<file path="src/rtl/irqc_pkg.sv">
// Shared types and constants for the irq_controller slice.
// Round-robin arbitration is enabled by defining IRQC_RR_EN.
package irqc_pkg;

  typedef enum logic [1:0] {
    IDLE = 2'd0,
    REQ  = 2'd1,
    GAP  = 2'd2
  } irqc_state_t;

  localparam logic [1:0] IRQC_A_MASK   = 2'd0;
  localparam logic [1:0] IRQC_A_PEND   = 2'd1;
  localparam logic [1:0] IRQC_A_ACTIVE = 2'd2;

  localparam int IRQC_BUSY_BIT = 31;

  // Width of a source index; kept at least 1 so a single-source build still has a field.
  function automatic int irqc_idx_w(input int n);
    return (n > 1) ? $clog2(n) : 1;
  endfunction

endpackage

</file>
<file path="src/rtl/irqc_arbiter.sv">
// Combinational winner selection: first eligible index at or above ptr, wrapping.
// A constant ptr of zero degenerates to fixed priority with index 0 highest.
module irqc_arbiter
  import irqc_pkg::*;
#(
  parameter int  N_SRC = 4,
  localparam int IDW   = irqc_idx_w(N_SRC)
) (
  input  logic [N_SRC-1:0] eligible,
  input  logic [IDW-1:0]   ptr,
  output logic [IDW-1:0]   winner,
  output logic             valid
);

  // Scan from the farthest offset down so the nearest eligible index is written last.
  always_comb begin
    int idx;
    idx    = 0;
    winner = '0;
    valid  = 1'b0;
    for (int k = N_SRC - 1; k >= 0; k--) begin
      idx = int'(ptr) + k;
      if (idx >= N_SRC) begin
        idx = idx - N_SRC;
      end else begin
        idx = idx;
      end
      if (eligible[idx]) begin
        winner = IDW'(idx);
        valid  = 1'b1;
      end else begin
        valid  = valid;
      end
    end
  end

endmodule

</file>
<file path="src/rtl/irq_controller.sv">
// Multi-source interrupt controller in front of the core's single irq/irq_ack/irq_addr port.
// Define IRQC_RR_EN for round-robin arbitration; the default build is fixed priority.
module irq_controller
  import irqc_pkg::*;
#(
  parameter int          N_SRC      = 4,
  parameter logic [31:0] VEC_BASE   = 32'h0000_0000,
  parameter logic [31:0] VEC_STRIDE = 32'h0000_0040
) (
  input  logic             clk,
  input  logic             rst,
  input  logic [N_SRC-1:0] src,
  output logic             irq,
  input  logic             irq_ack,
  output logic [31:0]      irq_addr,
  input  logic             cfg_we,
  input  logic [1:0]       cfg_addr,
  input  logic [31:0]      cfg_wd,
  output logic [31:0]      cfg_rd
);

  localparam int IDW = irqc_idx_w(N_SRC);

  logic [N_SRC-1:0] src_q, pend, pend_nxt, mask, rise, eligible;
  logic [IDW-1:0]   act_id, act_id_nxt, winner, ptr;
  logic             win_valid, ack_done;
  logic             cfg_wd_unused;
  irqc_state_t      state, state_nxt;

  assign rise          = src & ~src_q;
  assign eligible      = pend & mask;
  assign ack_done      = (state == REQ) && irq_ack;
  assign cfg_wd_unused = ^cfg_wd[31:N_SRC];

`ifdef IRQC_RR_EN
  logic [IDW-1:0] rr_ptr;

  // Pointer moves just past the source whose service completed.
  always_ff @(posedge clk or negedge rst) begin
    if (!rst) begin
      rr_ptr <= '0;
    end else if (ack_done) begin
      rr_ptr <= (int'(act_id) == N_SRC - 1) ? '0 : act_id + IDW'(1);
    end else begin
      rr_ptr <= rr_ptr;
    end
  end

  assign ptr = rr_ptr;
`else
  assign ptr = '0;
`endif

  irqc_arbiter #(.N_SRC(N_SRC)) u_arb (
    .eligible (eligible),
    .ptr      (ptr),
    .winner   (winner),
    .valid    (win_valid)
  );

  // State, latched winner, edge history, pending and mask registers.
  always_ff @(posedge clk or negedge rst) begin
    if (!rst) begin
      state  <= IDLE;
      act_id <= '0;
      src_q  <= '0;
      pend   <= '0;
      mask   <= '0;
    end else begin
      state  <= state_nxt;
      act_id <= act_id_nxt;
      src_q  <= src;
      pend   <= pend_nxt;
      if (cfg_we && (cfg_addr == IRQC_A_MASK)) begin
        mask <= cfg_wd[N_SRC-1:0];
      end else begin
        mask <= mask;
      end
    end
  end

  // Next state and pending update; new edges are OR-ed in last so a set beats any clear.
  always_comb begin
    state_nxt  = state;
    act_id_nxt = act_id;
    pend_nxt   = pend;
    case (state)
      IDLE: begin
        if (win_valid) begin
          state_nxt  = REQ;
          act_id_nxt = winner;
        end else begin
          state_nxt  = IDLE;
        end
      end
      REQ: begin
        if (irq_ack) begin
          state_nxt        = GAP;
          pend_nxt[act_id] = 1'b0;
        end else begin
          state_nxt        = REQ;
        end
      end
      GAP:     state_nxt = IDLE;
      default: state_nxt = IDLE;
    endcase
    if (cfg_we && (cfg_addr == IRQC_A_PEND)) begin
      pend_nxt = pend_nxt & ~cfg_wd[N_SRC-1:0];
    end else begin
      pend_nxt = pend_nxt;
    end
    pend_nxt = pend_nxt | rise;
  end

  assign irq      = (state == REQ);
  assign irq_addr = VEC_BASE + (32'(act_id) * VEC_STRIDE);

  // Config read mux, zero-extended.
  always_comb begin
    cfg_rd = 32'h0000_0000;
    case (cfg_addr)
      IRQC_A_MASK:   cfg_rd[N_SRC-1:0] = mask;
      IRQC_A_PEND:   cfg_rd[N_SRC-1:0] = pend;
      IRQC_A_ACTIVE: begin
        cfg_rd[IRQC_BUSY_BIT] = (state != IDLE);
        cfg_rd[IDW-1:0]       = act_id;
      end
      default:       cfg_rd = 32'h0000_0000;
    endcase
  end

endmodule

</file>
<file path="config.mk">
export PLATFORM = sky130hd
export DESIGN_NAME = irq_controller
export DESIGN_NICKNAME = d
export VERILOG_FILES = /design/src/rtl/irqc_pkg.sv /design/src/rtl/irqc_arbiter.sv /design/src/rtl/irq_controller.sv
export SDC_FILE = /design/constraint.sdc
export NUM_CORES = 1
export LEC_CHECK = 0
export CORE_UTILIZATION = 34
export DETAILED_ROUTE_END_ITERATION = 10
export PLACE_DENSITY = 0.94
export SLEW_MARGIN = 0
export SYNTH_ARGS = -nofsm -noshare
export SYNTH_HDL_FRONTEND = slang
export SYNTH_SLANG_ARGS = --single-unit
export TNS_END_PERCENT = 30
</file>
<file path="constraint.sdc">
create_clock -name clk -period 3.63 [get_ports clk]
set_clock_uncertainty 0.1 [all_clocks]
set_input_delay 0.5445 -clock clk [delete_from_list [all_inputs] [get_ports clk]]
set_output_delay 0.5445 -clock clk [all_outputs]
set_load 0.02 [all_outputs]
</file>
[Word-level counts from Yosys, hierarchy flattened]
Index checks and enable logic that the tools add are counted.
Operators by class
  $lt $le $gt $ge: 2
  equal/unequal tests: 3
  multiplexer cells: 19
  bitwise operators: 8
  reduce and logical (&&, ||, !) cells: 7
Operators by type and width (count)
  4-bit bitwise AND: 4
  4-bit 2-to-1 mux: 3
  4-bit NOT: 3
  2-bit 2-to-1 mux: 5
  2-bit case mux with 2 select lines: 2
  1-bit 2-to-1 mux: 7
  2-bit case mux with 3 select lines: 1
  2-bit by 1-bit equality test with 1-bit output, second input constant: 2
  2-bit logical NOT: 2
  4-bit bitwise OR: 1
  1-bit logical AND: 3
  2-bit by 3-bit < comparator with 1-bit output, second input constant: 1
  1-bit demux with 2-bit select: 1
  2-bit equality test, second input constant: 1
  2-bit by 1-bit >= comparator with 1-bit output, second input constant: 1
  2-bit AND reduction: 1
  2-bit nonzero test: 1
Word-level totals
  register bits: 16
  input port bits: 42

[Depth between registers and ports, before layout]
  word-level depth: 11
  depth in mapped cells: 4
  depth with buffers taken out: 3

[Hierarchy]
From an unflattened synthesis, not the netlist that was laid out.
Unflattened totals
  cells, all modules: 134
  area total of the unflattened synthesis: 1252.5 um2
Modules (own cells, without submodules)
  irq_controller: instances 1, cells an instance 121, area each 1174.9 um2, seq. area each 400.4 um2
  irqc_arbiter: instances 1, cells an instance 13, area each 77.6 um2, seq. area each 0.0 um2

[Worst setup path after synthesis]
OpenSTA, ideal clock, no wires.
  path type: input to output
  start point: in cfg_addr[0]
  end point: out cfg_rd[0]
  arrival: 1305 ps
  path slack: 1681 ps
  stages: 3
  path buffers: 1
  path through: buf_2 -> mux2i_1 -> o21ai_0
Between the ends
  cells in the longest elaborated chain, start to end: 2
  elaborated cells on any way between the ends: 4
  those cells by class: 2 x eq/ne; 1 x mux; 1 x reduce/logical
RTL lines
  start, declared: RTL line irq_controller.sv:17  | input logic [1:0] cfg_addr,
  2-bit equality test, or another cell as far along: RTL line irq_controller.sv:121  | case (cfg_addr)
  2-bit case mux with 3 select lines *: RTL line irq_controller.sv:121
  end, declared: RTL line irq_controller.sv:19  | output logic [31:0] cfg_rd
Every way passes the cells marked *; elsewhere a longest branch is shown, timed or not.

[Final worst setup path]
Ends and elaborated chain as after synthesis.

==> impl_metrics.env <==
export IMPL_boundaryPins=107
export IMPL_routed_via_count=752
export IMPL_synthArstFlopShare=1.000
export IMPL_wirelength_um=1760
export IMPL_layout_drive_gt1_share=0.05442
export IMPL_post_route_worst_setup_slack_ns=0.7151
export IMPL_worst_path_required_time_ns=2.99
export IMPL_r2r_cells=3
export IMPL_worstPathArrival_ns=2.27
export IMPL_min_path_type="reg -> reg"
export IMPL_power_density_mw_per_mm2=539.7
export IMPL_p_int_w=0.0003992
export IMPL_fin_crit_ns=2.915
export IMPL_nets=191
export IMPL_globalRoute_totalOverflow=0
export IMPL_syn_instance_count=126
export IMPL_initial_utilization=0.3562
export IMPL_rows=21
export IMPL_worst_setup_path_start_kind="input port"
export IMPL_first_iter_violations=13
export IMPL_gp_congestion=0.7966
export IMPL_setup_repair_after_global_routing_missed_its_margin="false"
export IMPL_clock_power_share=0.130
export IMPL_yosys_register_bits=16
export IMPL_report_final_slew_viol_count=0
export IMPL_cp_max_fo=8
export IMPL_synthesis_yosys_warnings=0
export IMPL_synthesis_area_mm2=0.001189
export IMPL_post_synth_cell_area_avg_um2=9.434
export IMPL_postSynth_topFlopCell="dfrtp_1"
export IMPL_groute_layer_met3_usage=0.02101
export IMPL_timing_hold_violations_final=0
export IMPL_total_leakage_power_nw=0.6036
export IMPL_viasPerCell=3.896
export IMPL_worst_slew_pin_slew_ns=0.7055
export IMPL_cts_repair_resized=0
export IMPL_placed_wire_length_estimate_um=1441
export IMPL_cts_tree="built"
export IMPL_clockRootBuffer="clkbuf_4"
export IMPL_grt_start_max_net_pins=17
export IMPL_avgRoutedWirePerCell_um=9.119
export IMPL_postRouteAntennaNets=0
export IMPL_globalRouteMet2Util=0.1615
export IMPL_setup_tns_final_ns=0
export IMPL_critical_path_class="in -> out"
export IMPL_postCtsSetupBuffers=0
export IMPL_setup_violations_final=0
export IMPL_cts_htree_levels=1
export IMPL_run_status="finished, final reports clean"
export IMPL_power_net_switching_w=0.0002748
export IMPL_first_global_vias=630
export IMPL_post_place_ws_ns=0.7334
export IMPL_diodes=0
export IMPL_synth_distinct_cells=28
export IMPL_cts_num_sinks=16
export IMPL_achievable_frequency_ghz=0.3431
export IMPL_critPathCaptureType="primary output"
export IMPL_worst_setup_hold_path_clk_slew_ns=0.08
export IMPL_cts_path_max_buffers=2
export IMPL_grt_util_all_layers=0.09783
export IMPL_grt_most_used_layer="met2"
export IMPL_layout_area_seq_um2=400.4
export IMPL_cts_hold_buffers_added=0
export IMPL_grt_pass1_wl_um=2649
export IMPL_synth_seq_area_share=0.3368
export IMPL_design_die_area_mm2=0.003736
export IMPL_max_slew_margin_rel=0.5282
export IMPL_grt_antenna_before_repair=0
export IMPL_power_share_combinational=0.440
export IMPL_met1_track_demand_over_resource_in_global_routing=0.1248
export IMPL_clock_latency_ns=0.27
export IMPL_chipHeight_um=61.13
export IMPL_route_detailed_drc=0
export IMPL_numCtsBuffers=3
export IMPL_layout_area_overhead_vs_synth_pct=5.053
export IMPL_firstDrtPassIters=4
export IMPL_timing_hold_worst_path_depth=1
export IMPL_number_of_flops_mapped_to_enable_cells_by_yosys=0
export IMPL_cap_violations=0
export IMPL_peakVddDrop_v=0.0002385
export IMPL_power_share_sequential=0.431
export IMPL_nFillCells=356
export IMPL_std_cell_core_area_mm2=0.003337
export IMPL_timing_final_crit_share=0.8030
export IMPL_swShare=0.4077
export IMPL_multiInputGateArea_um2=539.3
export IMPL_die_w_um=61.13
export IMPL_port_buffer_count=21
logic make-up after synthesis:
kind of cell	Yosys count	synth area share
DFF	16	0.3368
and+or+nand+nor	22	0.1000
muxes	8	0.07158
AOI/OAI and AO/OA	15	0.1021
other	1	0.003155
buffers and inverters	64	0.3863
state kept, by name (all words and copies together) (netlist names):
register and cells:
state 2, act_id 2, pend 4, src_q 4, mask 4
through the flow:
stage	cells	power, W	instance area, um2	util	hold WS [ns]
floorplan	182	0.0005329	1399	-	0.1489
global placement	190	0.0005824	1226	0.3675	0.3115
detailed placement	190	0.0005882	1226	0.3675	0.3316
CTS	193	0.0006803	1249	0.3742	0.3416
global route	193	0.0007188	1249	0.3742	0.3613
finish	193	0.0006740	1249	0.3742	0.3389
cells in the final DEF, fill, tap and decap left out, types with 3 or more instances in the layout:
master and count:
clkdlybuf4s50_1 21, a32o_1 3, inv_1 5, o21ai_0 3, conb_1 57, dfrtp_1 16, nand2_1 9, clkbuf_4 3
mux2i_1 4
worst paths after layout:
check,start,to,slack (ns)
max,cfg_addr[0],cfg_rd[0],0.72
min,src_q[0]$_DFF_PN0_,pend[0]$_DFF_PN0_,0.34
max reg2reg,state[1]$_DFF_PN0_,pend[0]$_DFF_PN0_,2.07
min reg2reg,src_q[0]$_DFF_PN0_,pend[0]$_DFF_PN0_,0.34
max in group asynchronous,rst,src_q[1]$_DFF_PN0_,2.40
min in group asynchronous,rst,mask[0]$_DFFE_PN0P_,0.59
routing by layer:
metal / vias up / part of all wire / wire (um)
li1: 352 / - / -
met1: 349 / 0.42 / 743
met2: 49 / 0.49 / 865
met3: 2 / 0.083 / 146
met4: 0 / 0.0034 / 6
met5: - / 0 / 0
area by class of cell:
cell class,count,area share
Sequential cell,16,0.3206
Multi-Input combinational cell,102,0.4319
Clock buffer,3,0.01804
Tap cell,46,0.04609
Inverter,5,0.01503
Timing Repair Buffer,21,0.1683
worst max-delay path, stage by stage:
cell and delay [ns]:
clkdlybuf4s50_1 0.60, nor2b_1 0.31, nand2_1 0.09, o21ai_0 0.09, clkdlybuf4s50_1 0.63
cells in the mapped netlist (all sizes together), types with 2 or more instances:
cell	instances	area [um2]
mux2i	4	40.04
nand4b	2	17.52
buf	59	440.4
o21ai	3	15.01
nor2	3	13.77
a211oi	2	15.01
o32a	2	22.52
mux2	4	45.04
inv	5	18.77
a32o	3	30.03
nand2	9	33.78
nor2b	2	12.51
dfrtp	16	400.4
power groups by stage:
stage                     clock [W]  sequential [W]  combinational [W]
after floorplan                   0        0.000289           0.000244
after global placement            0        0.000288           0.000294
after detailed placement          0        0.000292           0.000296
after CTS                 0.0000942        0.000288           0.000298
after global routing       0.000102        0.000297           0.000321
final                     0.0000874        0.000290           0.000296
Power figures use the tool's default switching activity.
